## src/rtl/npi_traffic_master.sv

```systemverilog
// Self-checking NPI traffic master: writes an address-derived pattern in 4-beat bursts,
// reads it back and compares each beat. Optional macro: NPI_TRAFFIC_LOOP_EN (continuous passes).
module npi_traffic_master #(
    parameter int unsigned C_PIM_DATA_WIDTH = 64,
    parameter logic [31:0] C_BASE_ADDR      = 32'h0000_0000,
    parameter int unsigned C_NUM_BURSTS     = 16
) (
    input  logic                            Clk,
    input  logic                            Rst,
    input  logic                            PIM_InitDone,
    output logic [31:0]                     PIM_Addr,
    output logic                            PIM_AddrReq,
    input  logic                            PIM_AddrAck,
    output logic                            PIM_RNW,
    output logic [3:0]                      PIM_Size,
    output logic                            PIM_RdModWr,
    output logic [C_PIM_DATA_WIDTH-1:0]     PIM_WrFIFO_Data,
    output logic [C_PIM_DATA_WIDTH/8-1:0]   PIM_WrFIFO_BE,
    output logic                            PIM_WrFIFO_Push,
    output logic                            PIM_WrFIFO_Flush,
    input  logic                            PIM_WrFIFO_Empty,
    input  logic                            PIM_WrFIFO_AlmostFull,
    input  logic [C_PIM_DATA_WIDTH-1:0]     PIM_RdFIFO_Data,
    output logic                            PIM_RdFIFO_Pop,
    output logic                            PIM_RdFIFO_Flush,
    input  logic                            PIM_RdFIFO_Empty,
    input  logic [1:0]                      PIM_RdFIFO_Latency,
    input  logic [3:0]                      PIM_RdFIFO_RdWdAddr,
    output logic                            Done,
    output logic                            Error,
    output logic [15:0]                     ErrCount
);

    localparam logic [7:0] LastBurst = 8'(C_NUM_BURSTS - 1);

    typedef enum logic [2:0] {
        StIdle, StWFill, StWReq, StWDrain, StRReq, StRData, StDone
    } state_e;

    state_e      state_q, state_d;
    logic [7:0]  burst_q, burst_d;
    logic [1:0]  wbeat_q, wbeat_d;
    logic [2:0]  pop_cnt_q, pop_cnt_d;
    logic [1:0]  cmp_cnt_q, cmp_cnt_d;
    logic [1:0]  lat_q, lat_d;
    logic        p1_vld_q, p1_vld_d, p2_vld_q, p2_vld_d;
    logic [63:0] p1_dat_q, p1_dat_d, p2_dat_q, p2_dat_d;
    logic        error_q, error_d;
    logic [15:0] err_cnt_q, err_cnt_d;
    logic        pass_q, pass_d;
    logic        flush_q;

    logic [31:0] burst_addr;
    logic [63:0] exp_data;
    logic        cmp_vld;
    logic [63:0] cmp_dat;
    logic        mismatch;
    logic        unused_rdwdaddr;

    function automatic logic [63:0] beat_pattern(input logic [31:0] base, input logic [1:0] beat,
                                                 input logic invert);
        logic [31:0] a;
        a = base + {27'd0, beat, 3'd0};
        return {~a, a} ^ {64{invert}};
    endfunction

    assign unused_rdwdaddr  = ^PIM_RdFIFO_RdWdAddr;
    assign PIM_Size         = 4'h2;
    assign PIM_RdModWr      = 1'b0;
    assign PIM_WrFIFO_BE    = '1;
    assign PIM_WrFIFO_Flush = flush_q;
    assign PIM_RdFIFO_Flush = flush_q;
    assign Error            = error_q;
    assign ErrCount         = err_cnt_q;

    assign burst_addr     = C_BASE_ADDR + {19'd0, burst_q, 5'd0};
    assign PIM_RdFIFO_Pop = (state_q == StRData) && !PIM_RdFIFO_Empty && !pop_cnt_q[2];
    assign exp_data       = beat_pattern(burst_addr, pop_cnt_q[1:0], pass_q);

    // The compare tap follows the latency sampled when this burst's request was issued.
    always_comb begin
        cmp_vld = 1'b0;
        cmp_dat = '0;
        case (lat_q)
            2'd0: begin
                cmp_vld = PIM_RdFIFO_Pop;
                cmp_dat = exp_data;
            end
            2'd1: begin
                cmp_vld = p1_vld_q;
                cmp_dat = p1_dat_q;
            end
            default: begin
                cmp_vld = p2_vld_q;
                cmp_dat = p2_dat_q;
            end
        endcase
    end

    assign mismatch = cmp_vld && (cmp_dat != 64'(PIM_RdFIFO_Data));

    always_comb begin
        state_d         = state_q;
        burst_d         = burst_q;
        wbeat_d         = wbeat_q;
        pop_cnt_d       = pop_cnt_q;
        cmp_cnt_d       = cmp_cnt_q;
        lat_d           = lat_q;
        pass_d          = pass_q;
        p1_vld_d        = 1'b0;
        p1_dat_d        = p1_dat_q;
        p2_vld_d        = 1'b0;
        p2_dat_d        = p2_dat_q;
        error_d         = error_q;
        err_cnt_d       = err_cnt_q;
        PIM_Addr        = '0;
        PIM_AddrReq     = 1'b0;
        PIM_RNW         = 1'b0;
        PIM_WrFIFO_Push = 1'b0;
        PIM_WrFIFO_Data = '0;
        Done            = 1'b0;

        if (mismatch) begin
            error_d = 1'b1;
            if (err_cnt_q != 16'hFFFF) begin
                err_cnt_d = err_cnt_q + 16'd1;
            end
        end

        case (state_q)
            StIdle: begin
                if (PIM_InitDone) begin
                    state_d = StWFill;
                    burst_d = '0;
                    wbeat_d = '0;
                end
            end
            StWFill: begin
                PIM_WrFIFO_Data = C_PIM_DATA_WIDTH'(beat_pattern(burst_addr, wbeat_q, pass_q));
                if (!PIM_WrFIFO_AlmostFull) begin
                    PIM_WrFIFO_Push = 1'b1;
                    wbeat_d         = wbeat_q + 2'd1;
                    if (wbeat_q == 2'd3) begin
                        state_d = StWReq;
                    end
                end
            end
            StWReq: begin
                PIM_AddrReq = 1'b1;
                PIM_Addr    = burst_addr;
                if (PIM_AddrAck) begin
                    if (burst_q == LastBurst) begin
                        state_d = StWDrain;
                    end else begin
                        burst_d = burst_q + 8'd1;
                        state_d = StWFill;
                    end
                end
            end
            StWDrain: begin
                if (PIM_WrFIFO_Empty) begin
                    state_d = StRReq;
                    burst_d = '0;
                    lat_d   = PIM_RdFIFO_Latency;
                end
            end
            StRReq: begin
                PIM_AddrReq = 1'b1;
                PIM_RNW     = 1'b1;
                PIM_Addr    = burst_addr;
                if (PIM_AddrAck) begin
                    state_d   = StRData;
                    pop_cnt_d = '0;
                    cmp_cnt_d = '0;
                end
            end
            StRData: begin
                p1_vld_d = PIM_RdFIFO_Pop;
                p1_dat_d = exp_data;
                p2_vld_d = p1_vld_q;
                p2_dat_d = p1_dat_q;
                if (PIM_RdFIFO_Pop) begin
                    pop_cnt_d = pop_cnt_q + 3'd1;
                end
                if (cmp_vld) begin
                    cmp_cnt_d = cmp_cnt_q + 2'd1;
                    if (cmp_cnt_q == 2'd3) begin
                        if (burst_q == LastBurst) begin
                            state_d = StDone;
                        end else begin
                            burst_d = burst_q + 8'd1;
                            state_d = StRReq;
                            lat_d   = PIM_RdFIFO_Latency;
                        end
                    end
                end
            end
            StDone: begin
                Done = 1'b1;
`ifdef NPI_TRAFFIC_LOOP_EN
                state_d = StWFill;
                burst_d = '0;
                wbeat_d = '0;
                pass_d  = ~pass_q;
`endif
            end
            default: state_d = StIdle;
        endcase
    end

    always_ff @(posedge Clk) begin
        if (Rst) begin
            state_q   <= StIdle;
            burst_q   <= '0;
            wbeat_q   <= '0;
            pop_cnt_q <= '0;
            cmp_cnt_q <= '0;
            lat_q     <= '0;
            pass_q    <= 1'b0;
            p1_vld_q  <= 1'b0;
            p1_dat_q  <= '0;
            p2_vld_q  <= 1'b0;
            p2_dat_q  <= '0;
            error_q   <= 1'b0;
            err_cnt_q <= '0;
            flush_q   <= 1'b1;
        end else begin
            state_q   <= state_d;
            burst_q   <= burst_d;
            wbeat_q   <= wbeat_d;
            pop_cnt_q <= pop_cnt_d;
            cmp_cnt_q <= cmp_cnt_d;
            lat_q     <= lat_d;
            pass_q    <= pass_d;
            p1_vld_q  <= p1_vld_d;
            p1_dat_q  <= p1_dat_d;
            p2_vld_q  <= p2_vld_d;
            p2_dat_q  <= p2_dat_d;
            error_q   <= error_d;
            err_cnt_q <= err_cnt_d;
            flush_q   <= 1'b0;
        end
    end

endmodule

```

## config.mk

```make
export PLATFORM = sky130hd
export DESIGN_NAME = npi_traffic_master
export DESIGN_NICKNAME = d
export VERILOG_FILES = /design/src/rtl/npi_traffic_master.sv
export SDC_FILE = /design/constraint.sdc
export NUM_CORES = 1
export LEC_CHECK = 0
export BUFFER_PORTS_ARGS = -buffer_cell sky130_fd_sc_hd__buf_2
export CAP_MARGIN = 40
export CORE_UTILIZATION = 25
export CTS_BUF_LIST = sky130_fd_sc_hd__clkbuf_8
export CTS_CLUSTER_SIZE = 10
export DETAILED_ROUTE_END_ITERATION = 16
export SLEW_MARGIN = 20
export SYNTH_ARGS = -nofsm -noshare
export SYNTH_HDL_FRONTEND = slang
export SYNTH_SLANG_ARGS = --single-unit
```

## constraint.sdc

```tcl
create_clock -name Clk -period 4.3 [get_ports Clk]
set_clock_uncertainty 0.15 [all_clocks]
set_input_delay 0.645 -clock Clk [delete_from_list [all_inputs] [get_ports Clk]]
set_output_delay 0.645 -clock Clk [all_outputs]
set_load 0.01 [all_outputs]
```

==> flow_summary.json, run 1 <==
{
  "multiInputGateArea_um2": 3030,
  "r2r_cells": 10,
  "yosys_warnings": 0,
  "numCtsBuffers": 9,
  "grt_overflow": 0,
  "path_max_fanout": 22,
  "synth_edf_count": 0,
  "drtPass1Iterations": 4,
  "final_nets": 874,
  "status": "completed",
  "htree_levels": 3,
  "power.density_nw_per_um2": 336,
  "crit_start": "state_q[1]",
  "r2r_end": "ErrCount[14]",
  "cts_resized": 0,
  "p_leak_nw": 2.65,
  "gr-usage-met2": 0.215,
  "min_period_ps": 3400,
  "ios": 210,
  "start_kind": "flop",
  "ys_ff_latch": 82,
  "min_period_over_period": 0.791,
  "die_h_um": 148,
  "maxSlewHeadroom": 0.527,
  "drtIter0Drc": 273,
  "use_met1": 0.162,
  "final-seq-area_um2": 1640,
  "io_buffer_count": 146,
  "drv_cap": 0,
  "wl_um": 14000,
  "grt_max_degree": 43,
  "post_drt_via_cell_ratio": 4.46,
  "critPathRequiredTime_ps": 3500,
  "clk_pin_slew_ps": 80,
  "ys_types": 59,
  "start_util": 0.259,
  "cts_setup_buffers": 0,
  "clock_sinks": 82,
  "ff2ff_setup_slack_ps": 900,
  "whs_ps": 306,
  "cp-end-kind": "output pin",
  "slew_viol_final": 0,
  "fillers": 2250,
  "worst_slew_pin_slew_ps": 707,
  "clkLatencyLatePin_ps": 370,
  "max_stage_delay_ps": 570,
  "grt.busiest_layer": "met2",
  "r2r-start": "burst_q[0]",
  "route.detailed.drc": 0,
  "synth_ff_type": "dfxtp_1",
  "setup_tns_ps": 0,
  "core-area_um2": 20500,
  "holdCritStartpoint": "p2_dat_q[3]",
  "cp_cell_sequence": "nor2_1 > nand2_1 > inv_1 > buf_2",
  "yosysSeqAreaShare": 0.309,
  "cts_hold_buf": 0,
  "use_met3": 0.0204,
  "ant_nets": 0,
  "syn_inst": 689,
  "hp-class": "reg -> reg",
  "fp.dieW_um": 148,
  "gp_congestion": 0.795,
  "critPathArrivalTime_ps": 2610,
  "routedWlPerCell_um": 13.1,
  "die-area_um2": 21800,
  "setup_viol": 0,
  "root_buffer": "clkbuf_8",
  "rsz0062_at_grt": "no",
  "vias": 4755,
  "hold_viol": 0,
  "grt_pass1_wl_um": 21400,
  "drive_gt1_frac": 0.261,
  "antenna_found_initial": 0,
  "criticalPathCategory": "reg -> out",
  "tritoncts": "done",
  "slowest_stage": "nand2_1",
  "areaGrowthSynthToFinish_pct": 14.6,
  "irDropWorstVdd_mv": 0.175,
  "hold-path-cell-count": 2,
  "first_global_vias": 4208,
  "cts_buffer_depth": 2,
  "diodes": 0,
  "fmax_mhz": 294,
  "synthesis.area_um2": 5310,
  "avgSynthCellArea_um2": 7.70,
  "hpwlAfterDp_um": 10300,
  "num_rows": 52,
  "min_to": "p2_dat_q[3]",
  "async_flop_share": 0,
  "gr-usage-all-layers": 0.126
}
[critical path, delay by kind of cell, from the launching register on]
| family | cells | cell delay [ps] |
|---|---|---|
| and+or+nand+nor | 2 | 1050 |
| buffers and inverters | 2 | 730 |
| DFF | 1 | 450 |
[kinds of logic after synthesis]
group	after synthesis	share of synthesized area
muxes	30	0.0672
and+or+nand+nor	299	0.281
DFF	82	0.309
buffers and inverters	137	0.159
xor gates and xnor gates	35	0.0578
other	2	0.00142
adders and majority gates	5	0.0118
AOI/OAI and AO/OA	99	0.112
[synthesized netlist by cell type, types with 3 or more instances]
library cell,n,area share
mux2_2,9,0.019
buf_4,82,0.12
dfxtp_1,82,0.31
nor2b_1,23,0.027
nand2_1,98,0.069
mux2i_1,12,0.023
and2_1,12,0.014
nand2b_1,5,0.0059
nand4_1,15,0.018
xnor2_1,14,0.023
nor4_1,20,0.024
a21oi_1,55,0.052
clkbuf_1,30,0.021
ha_1,5,0.012
o21ai_1,3,0.0028
nor2_1,69,0.049
xor2_1,21,0.035
and3_1,12,0.014
inv_1,14,0.0099
nor3_1,12,0.011
buf_2,6,0.0057
o21ai_0,19,0.018
nor3_2,6,0.011
nand3_1,9,0.0085
or3_1,4,0.0047
a211oi_1,3,0.0042
mux2_4,9,0.025
[layout by cell type (no fill, tap or decap), types with 3 or more instances in the layout]
cell and instances:
mux2_4 9, xnor2_1 14, buf_4 10, ha_1 5, nor3_2 6, buf_2 146, dfxtp_1 82, nand4_1 15
nand2b_1 5, nor3_1 12, a211oi_1 3, mux2_2 9, nand3_1 9, a21oi_1 55, nor4_1 20, clkbuf_8 10
inv_1 14, and2_1 12, nor2_1 69, mux2i_1 12, or3_1 4, conb_1 59, o21ai_0 19, nand2_1 98
nor2b_1 23, xor2_1 21, o21ai_1 3, and3_1 12
[report_power, final]
group          total [mW]  internal (mW)  switching, mW
registers           0.802          0.778         0.0236
clock network       0.548          0.233          0.315
logic               0.694          0.253          0.441
total                2.04           1.26          0.780
[layer usage]
layer  wire length, µm  share of wire
met5                 0              0
met4               138         0.0098
met3               752          0.054
met2              6610           0.47
met1              6510           0.46
[metrics by stage]
step / cells / utilization / power, mW / cell area, µm² / setup WS (ps)
5_1_grt: 1067 / 0.297 / 2.18 / 6080 / 445
3_3_place_gp: 1050 / 0.287 / 1.51 / 5880 / 659
3_5_place_dp: 1051 / 0.288 / 1.52 / 5900 / 639
2_1_floorplan: 746 / - / 1.43 / 5520 / 1020
6_report: 1067 / 0.297 / 2.04 / 6080 / 898
4_1_cts: 1067 / 0.297 / 2.07 / 6080 / 790
[state kept, by name, indices dropped and copies added, names as in the netlist]
register          flops
p1_dat_q             21
state_q               3
p1_vld_q              1
p2_vld_q              1
wbeat_q               2
ErrCount             16
burst_q               8
p2_dat_q             21
pop_cnt_q             3
lat_q                 2
Error                 1
cmp_cnt_q             2
PIM_RdFIFO_Flush      1
[worst max-delay path by stage]
stage	slack (ps)	end	depth (start not counted)
after floorplan	1020	ErrCount[11]	9
after global placement	660	ErrCount[14]	10
after detailed placement	640	ErrCount[14]	10
after CTS	790	PIM_WrFIFO_Data[57]	4
after global routing	440	PIM_WrFIFO_Data[52]	4
final	900	PIM_WrFIFO_Data[50]	4
[cell type report]
type / count / share of cell area
multi-input cells: 527 / 0.499
flip-flops and latches: 82 / 0.270
repair buffers: 157 / 0.136
well taps: 270 / 0.0556
clock buffers: 10 / 0.0226
inverters: 15 / 0.00926
clock inverters: 6 / 0.00782
Power figures use the tool's default switching activity.
==> run 2: changes to the inputs <==
clock period = 2.8 ns   (was 4.3 ns; I/O delays follow)
==> run 2 against run 1 <==
  * The run now ends with negative setup slack left
  * Non-clock buffer count increased by 38
  * Global-route usage increased by 1.1 points
  * Register-to-register slack got worse by 1100 ps
  * Die area unchanged
  * Clock-buffer cell count decreased by 1
  * Critical endpoint is now ErrCount[10]
  * Largest cell class unchanged
==> flow_summary.json, run 2 (same netlist as run 1, synthesis figures left out) <==
{
  "drtIter0Drc": 189,
  "die-area_um2": 21800,
  "p_int_mw": 1.97,
  "whs_ps": 67.7,
  "core-area_um2": 20500,
  "drtPass1Iterations": 7,
  "p_clk_frac": 0.258,
  "failed_checks": "negative setup slack",
  "critPathArrivalTime_ps": 3090,
  "maxSlewHeadroom": 0.527,
  "final-seq-area_um2": 1640,
  "drive_gt1_frac": 0.301,
  "status": "finished, violations left",
  "num_rows": 52,
  "ios": 210,
  "p_seq_frac": 0.378,
  "drv_cap": 0,
  "root_buffer": "clkbuf_8",
  "clkLatencyLatePin_ps": 390,
  "first_global_vias": 4396,
  "final_nets": 912,
  "numCtsBuffers": 9,
  "vias": 4860,
  "power_switching_mw": 1.25,
  "grt_pass1_wl_um": 23200,
  "wl_um": 15000,
  "mostFrequentLayoutCells": "buf_2, nand2_1, dfxtp_1",
  "hold-path-cell-count": 2,
  "routedWlPerCell_um": 13.6,
  "antenna_found_initial": 1,
  "worst_slew_pin_slew_ps": 710,
  "cp-end-kind": "flop",
  "mostFrequentLayoutCell": "buf_2",
  "finish.instance_area_um2": 6460,
  "dp.cells": 1088,
  "gp_congestion": 0.825,
  "combPwrFrac": 0.364,
  "power.density_nw_per_um2": 499,
  "hold_viol": 0,
  "ant_nets": 0,
  "worst_slack_ps": -176,
  "cts_hold_buf": 0,
  "gr-usage-all-layers": 0.137,
  "clock_sinks": 82,
  "start_kind": "flop",
  "path_max_fanout": 8,
  "fmax_mhz": 336,
  "setup_tns_ps": -2450,
  "hp-class": "in -> reg",
  "irDropWorstVdd_mv": 0.237,
  "route.detailed.drc": 0,
  "areaGrowthSynthToFinish_pct": 21.8,
  "min_period_ps": 2980,
  "io_buffer_count": 146,
  "hpwlAfterDp_um": 11400,
  "start_util": 0.259,
  "grt_max_degree": 43,
  "fillers": 2205,
  "cts_buffer_depth": 2,
  "fin_util": 0.315,
  "min_period_over_period": 1.06,
  "htree_levels": 3,
  "post_drt_via_cell_ratio": 4.39,
  "multiInputGateArea_um2": 3080,
  "fin_cells": 1106,
  "criticalPathCategory": "reg -> reg",
  "r2r_cells": 10,
  "p_leak_nw": 2.86,
  "critPathRequiredTime_ps": 2920,
  "placed_area_um2": 6210,
  "clk_pin_slew_ps": 100,
  "die_h_um": 148,
  "sw_frac_of_total": 0.388,
  "grt_overflow": 0,
  "slew_viol_final": 0,
  "rsz0062_at_grt": "yes",
  "fp.dieW_um": 148,
  "tritoncts": "done",
  "setup_viol": 17
}
[run 2: cell count changes in the layout (fill, tap and decap cells not counted), moves of 2 or more]
cell     delta
buf_4      +32
buf_12      +3
buf_6       +3
dfxtp_1     -2
dfxtp_2     +2
[run 2: path summary, 6_finish.rpt]
check	start	end	slack (ps)
min	PIM_RdFIFO_Empty	p1_vld_q	70
min reg2reg	p1_dat_q[4]	p2_dat_q[4]	310
max reg2reg	burst_q[0]	ErrCount[10]	-180
max	burst_q[0]	ErrCount[10]	-180
[run 2: worst max-delay path: stages, from the launching register on]
cell       delay (ps)
dfxtp_2           340
or3b_4            400
a2111oi_4         310
a211oi_2           70
a2111oi_2         190
or4b_4            520
a2111oi_4         210
buf_6             180
buf_12            130
nor3_2             50
mux2_4            300
[run 2: metal layers]
layer / up-vias / share of wire / GRT usage
met5: - / 0 / 0
met4: 0 / 0.014 / 0.0371
met3: 15 / 0.070 / 0.0389
met2: 160 / 0.47 / 0.232
met1: 2211 / 0.44 / 0.168
li1: 2474 / - / -
[run 2: stage by stage]
stage,power (mW),setup WS [ps]
final,3.22,-176
after global routing,3.43,-276
after CTS,3.26,-189
after detailed placement,2.41,-461
after global placement,2.40,-457
after floorplan,2.20,-282
[run 2: final cells by class]
class / instances / area share
multi-input combinational: 527 / 0.477
inverter: 15 / 0.00871
sequential: 82 / 0.254
tap: 270 / 0.0523
clock buffer: 9 / 0.0192
antenna: 1 / 0.000387
clock inverter: 7 / 0.00833
timing repair buffer: 195 / 0.180
[run 2: repair_timing]
| item | in CTS | in global routing |
|---|---|---|
| resized for setup | 5 | 7 |
| setup endpoints to repair | 17 | 17 |
| pin swaps | 1 | 1 |
| buffers inserted | 0 | 1 |
[run 2: power groups by stage]
stage	registers [mW]	clock network [mW]	logic [mW]
after floorplan	1.25	0	0.956
after global placement	1.24	0	1.16
after detailed placement	1.24	0	1.17
after CTS	1.22	0.865	1.18
after global routing	1.22	0.913	1.29
final	1.22	0.832	1.17
==> run 3: changes to the inputs <==
ABC_AREA = 1   (was unset)
TNS_END_PERCENT = 30   (was unset)
==> run 3 against run 2 <==
  * The flow now finishes without violations
  * Critical endpoint is now ErrCount[0]
  * Largest cell class unchanged
  * Design area shrank 2.9%
  * Sequential power grew 14%
  * Register-to-register slack gained 540 ps
  * Critical path type unchanged
  * Fmax rose by 22%
  * First-iteration DRC count increased by 78%
  * Worst setup slack better by 540 ps
  * Sequential cell count is the same
==> flow_summary.json, run 3 <==
{
  "status": "completed",
  "critPathArrivalTime_ps": 2530,
  "gr-usage-all-layers": 0.134,
  "vias": 5416,
  "synth_top_cells_by_count": "nand2_1, nor2_1, buf_4, dfxtp_1, inv_1",
  "wl_um": 15100,
  "criticalPathCategory": "reg -> reg",
  "fmax_mhz": 411,
  "ys_types": 38,
  "setup_tns_ps": 0,
  "drtIter0Drc": 336,
  "multiInputGateArea_um2": 2970,
  "avgSynthCellArea_um2": 6.44,
  "final-seq-area_um2": 1640,
  "maxSlewHeadroom": 0.526,
  "critPathTopFamily": "simple AND/OR/NAND/NOR gates",
  "cp_common_cell": "nand2_1",
  "p_leak_nw": 2.96,
  "fillers": 2395,
  "holdCritStartpoint": "PIM_RdFIFO_Latency[1]",
  "numCtsBuffers": 9,
  "clk_pin_slew_ps": 80,
  "synth_edf_count": 0,
  "die-area_um2": 22400,
  "num_rows": 53,
  "power_mw": 4.30,
  "grt_max_degree": 57,
  "hpwlAfterDp_um": 11000,
  "cts_setup_buffers": 0,
  "ios": 210,
  "placed_area_um2": 6070,
  "gp_congestion": 0.822,
  "max_stage_delay_ps": 470,
  "synth.most_common_cell": "nand2_1",
  "final_nets": 1045,
  "core-area_um2": 21200,
  "slowest_stage": "nor2_4",
  "path_max_fanout": 21,
  "setup_viol": 0,
  "slew_viol_final": 0,
  "mostFrequentLayoutCell": "nand2_1",
  "tritoncts": "done",
  "cts_buffer_depth": 2,
  "io_buffer_count": 146,
  "r2r_cells": 12,
  "ant_nets": 0,
  "irDropWorstVdd_mv": 0.279,
  "areaGrowthSynthToFinish_pct": 15.2,
  "route.detailed.drc": 0,
  "first_global_vias": 4828,
  "cts_hold_buf": 0,
  "synthesis.area_um2": 5450,
  "cts_resized": 0,
  "worst_slack_ps": 369,
  "synth_largest_area_cell": "dfxtp_1",
  "die_h_um": 150,
  "min_to": "lat_q[1]",
  "power.density_nw_per_um2": 686,
  "drtPass1Iterations": 5,
  "r2r-start": "lat_q[1]",
  "drv_cap": 0,
  "cp-end-kind": "flop",
  "antenna_found_initial": 2,
  "ys_ff_latch": 82,
  "drive_gt1_frac": 0.214,
  "place_ws_ps": 411,
  "netlist.area_leader.share": 0.301,
  "grt_overflow": 0,
  "finish.instance_area_um2": 6270,
  "post_drt_via_cell_ratio": 4.35,
  "hold-path-cell-count": 3,
  "critPathRequiredTime_ps": 2900,
  "whs_ps": 192,
  "yosysSeqAreaShare": 0.301,
  "hp-class": "in -> reg",
  "yosys_warnings": 0,
  "cp_num_cells": 12,
  "hold_viol": 0,
  "rsz0062_at_grt": "no",
  "r2r_end": "ErrCount[0]",
  "syn_inst": 846,
  "grt_pass1_wl_um": 23900,
  "ff2ff_setup_slack_ps": 370,
  "worst_slew_pin_slew_ps": 711,
  "mostFrequentLayoutCells": "nand2_1, buf_2, nor2_1",
  "async_flop_share": 0,
  "synth_area_leaders": "dfxtp_1, nand2_1, buf_4",
  "htree_levels": 3,
  "min_period_ps": 2430,
  "cp_cell_sequence": "nor2_4 > nand2_1 > nand4_1 > nand2_1 > nor2_1 > nand2_1 > nor2_2 > nand3_4 > nand3_4 > nand2_1 > nand2_1 > nor2_1",
  "cp_num_buf_inv": 0,
  "synth_ff_type": "dfxtp_1",
  "clock_sinks": 82,
  "clkLatencyLatePin_ps": 360,
  "start_kind": "flop",
  "fp.dieW_um": 150,
  "min_period_over_period": 0.868,
  "root_buffer": "clkbuf_8",
  "start_util": 0.257,
  "routedWlPerCell_um": 12.1
}
run 3: cell types whose count changed after synthesis, moves of 18 or more:
cell,change
inv_1,+56
nand2_1,+116
nand3_1,+47
nand4_1,+21
nor2_1,+54
nor2b_1,-23
nor4_1,-18
run 3: tightest hold or removal path, stage by stage:
cell and delay (ps):
buf_2 70, o21ai_0 70, a21oi_1 100
run 3: cells by family after synthesis:
kind of cell | Yosys count | share of synthesized area
AND/OR/NAND/NOR | 460 | 0.370
buffers and inverters | 186 | 0.193
AO/OA/AOI/OAI | 96 | 0.0985
flip-flops | 82 | 0.301
XOR/XNOR | 15 | 0.0241
adder cells (fa/ha/maj) | 5 | 0.0115
other | 2 | 0.00138
run 3: layout make-up:
| cell class | instances | area share |
|---|---|---|
| sequential | 82 | 0.262 |
| tap | 275 | 0.0548 |
| clock inverter | 6 | 0.00937 |
| antenna | 1 | 0.000399 |
| clock buffer | 10 | 0.0219 |
| multi-input combinational | 635 | 0.473 |
| timing repair buffer | 161 | 0.134 |
| inverter | 74 | 0.0443 |
run 3: layer usage:
metal | routed length, µm | up-vias | part of all wire | global-route usage
li1 | - | 2811 | - | -
met1 | 6500 | 2453 | 0.43 | 0.162
met2 | 7840 | 141 | 0.52 | 0.239
met3 | 655 | 9 | 0.043 | 0.0302
met4 | 95 | 2 | 0.0063 | 0.0306
met5 | 13 | - | 0.00086 | 0
run 3: where the power goes:
part           leakage [nW]  switching [mW]  internal (mW)
Clock                 0.105           0.440          0.431
Combinational          2.19            1.38          0.663
Sequential            0.663           0.113           1.28
run 3: worst max-delay path by stage:
stage          slack [ps]      endpoint         from
5_1_grt                80   ErrCount[0]     lat_q[1]
2_1_floorplan         820  ErrCount[10]  ErrCount[0]
3_5_place_dp          410   ErrCount[0]     lat_q[1]
6_report              370   ErrCount[0]     lat_q[1]
3_3_place_gp          430   ErrCount[0]     lat_q[1]
4_1_cts               360   PIM_Addr[7]   state_q[0]
run 3: stage by stage:
stage / std cells / util
2_1_floorplan: 903 / -
3_3_place_gp: 1227 / 0.286
3_5_place_dp: 1227 / 0.286
4_1_cts: 1243 / 0.296
5_1_grt: 1244 / 0.296
6_report: 1244 / 0.296
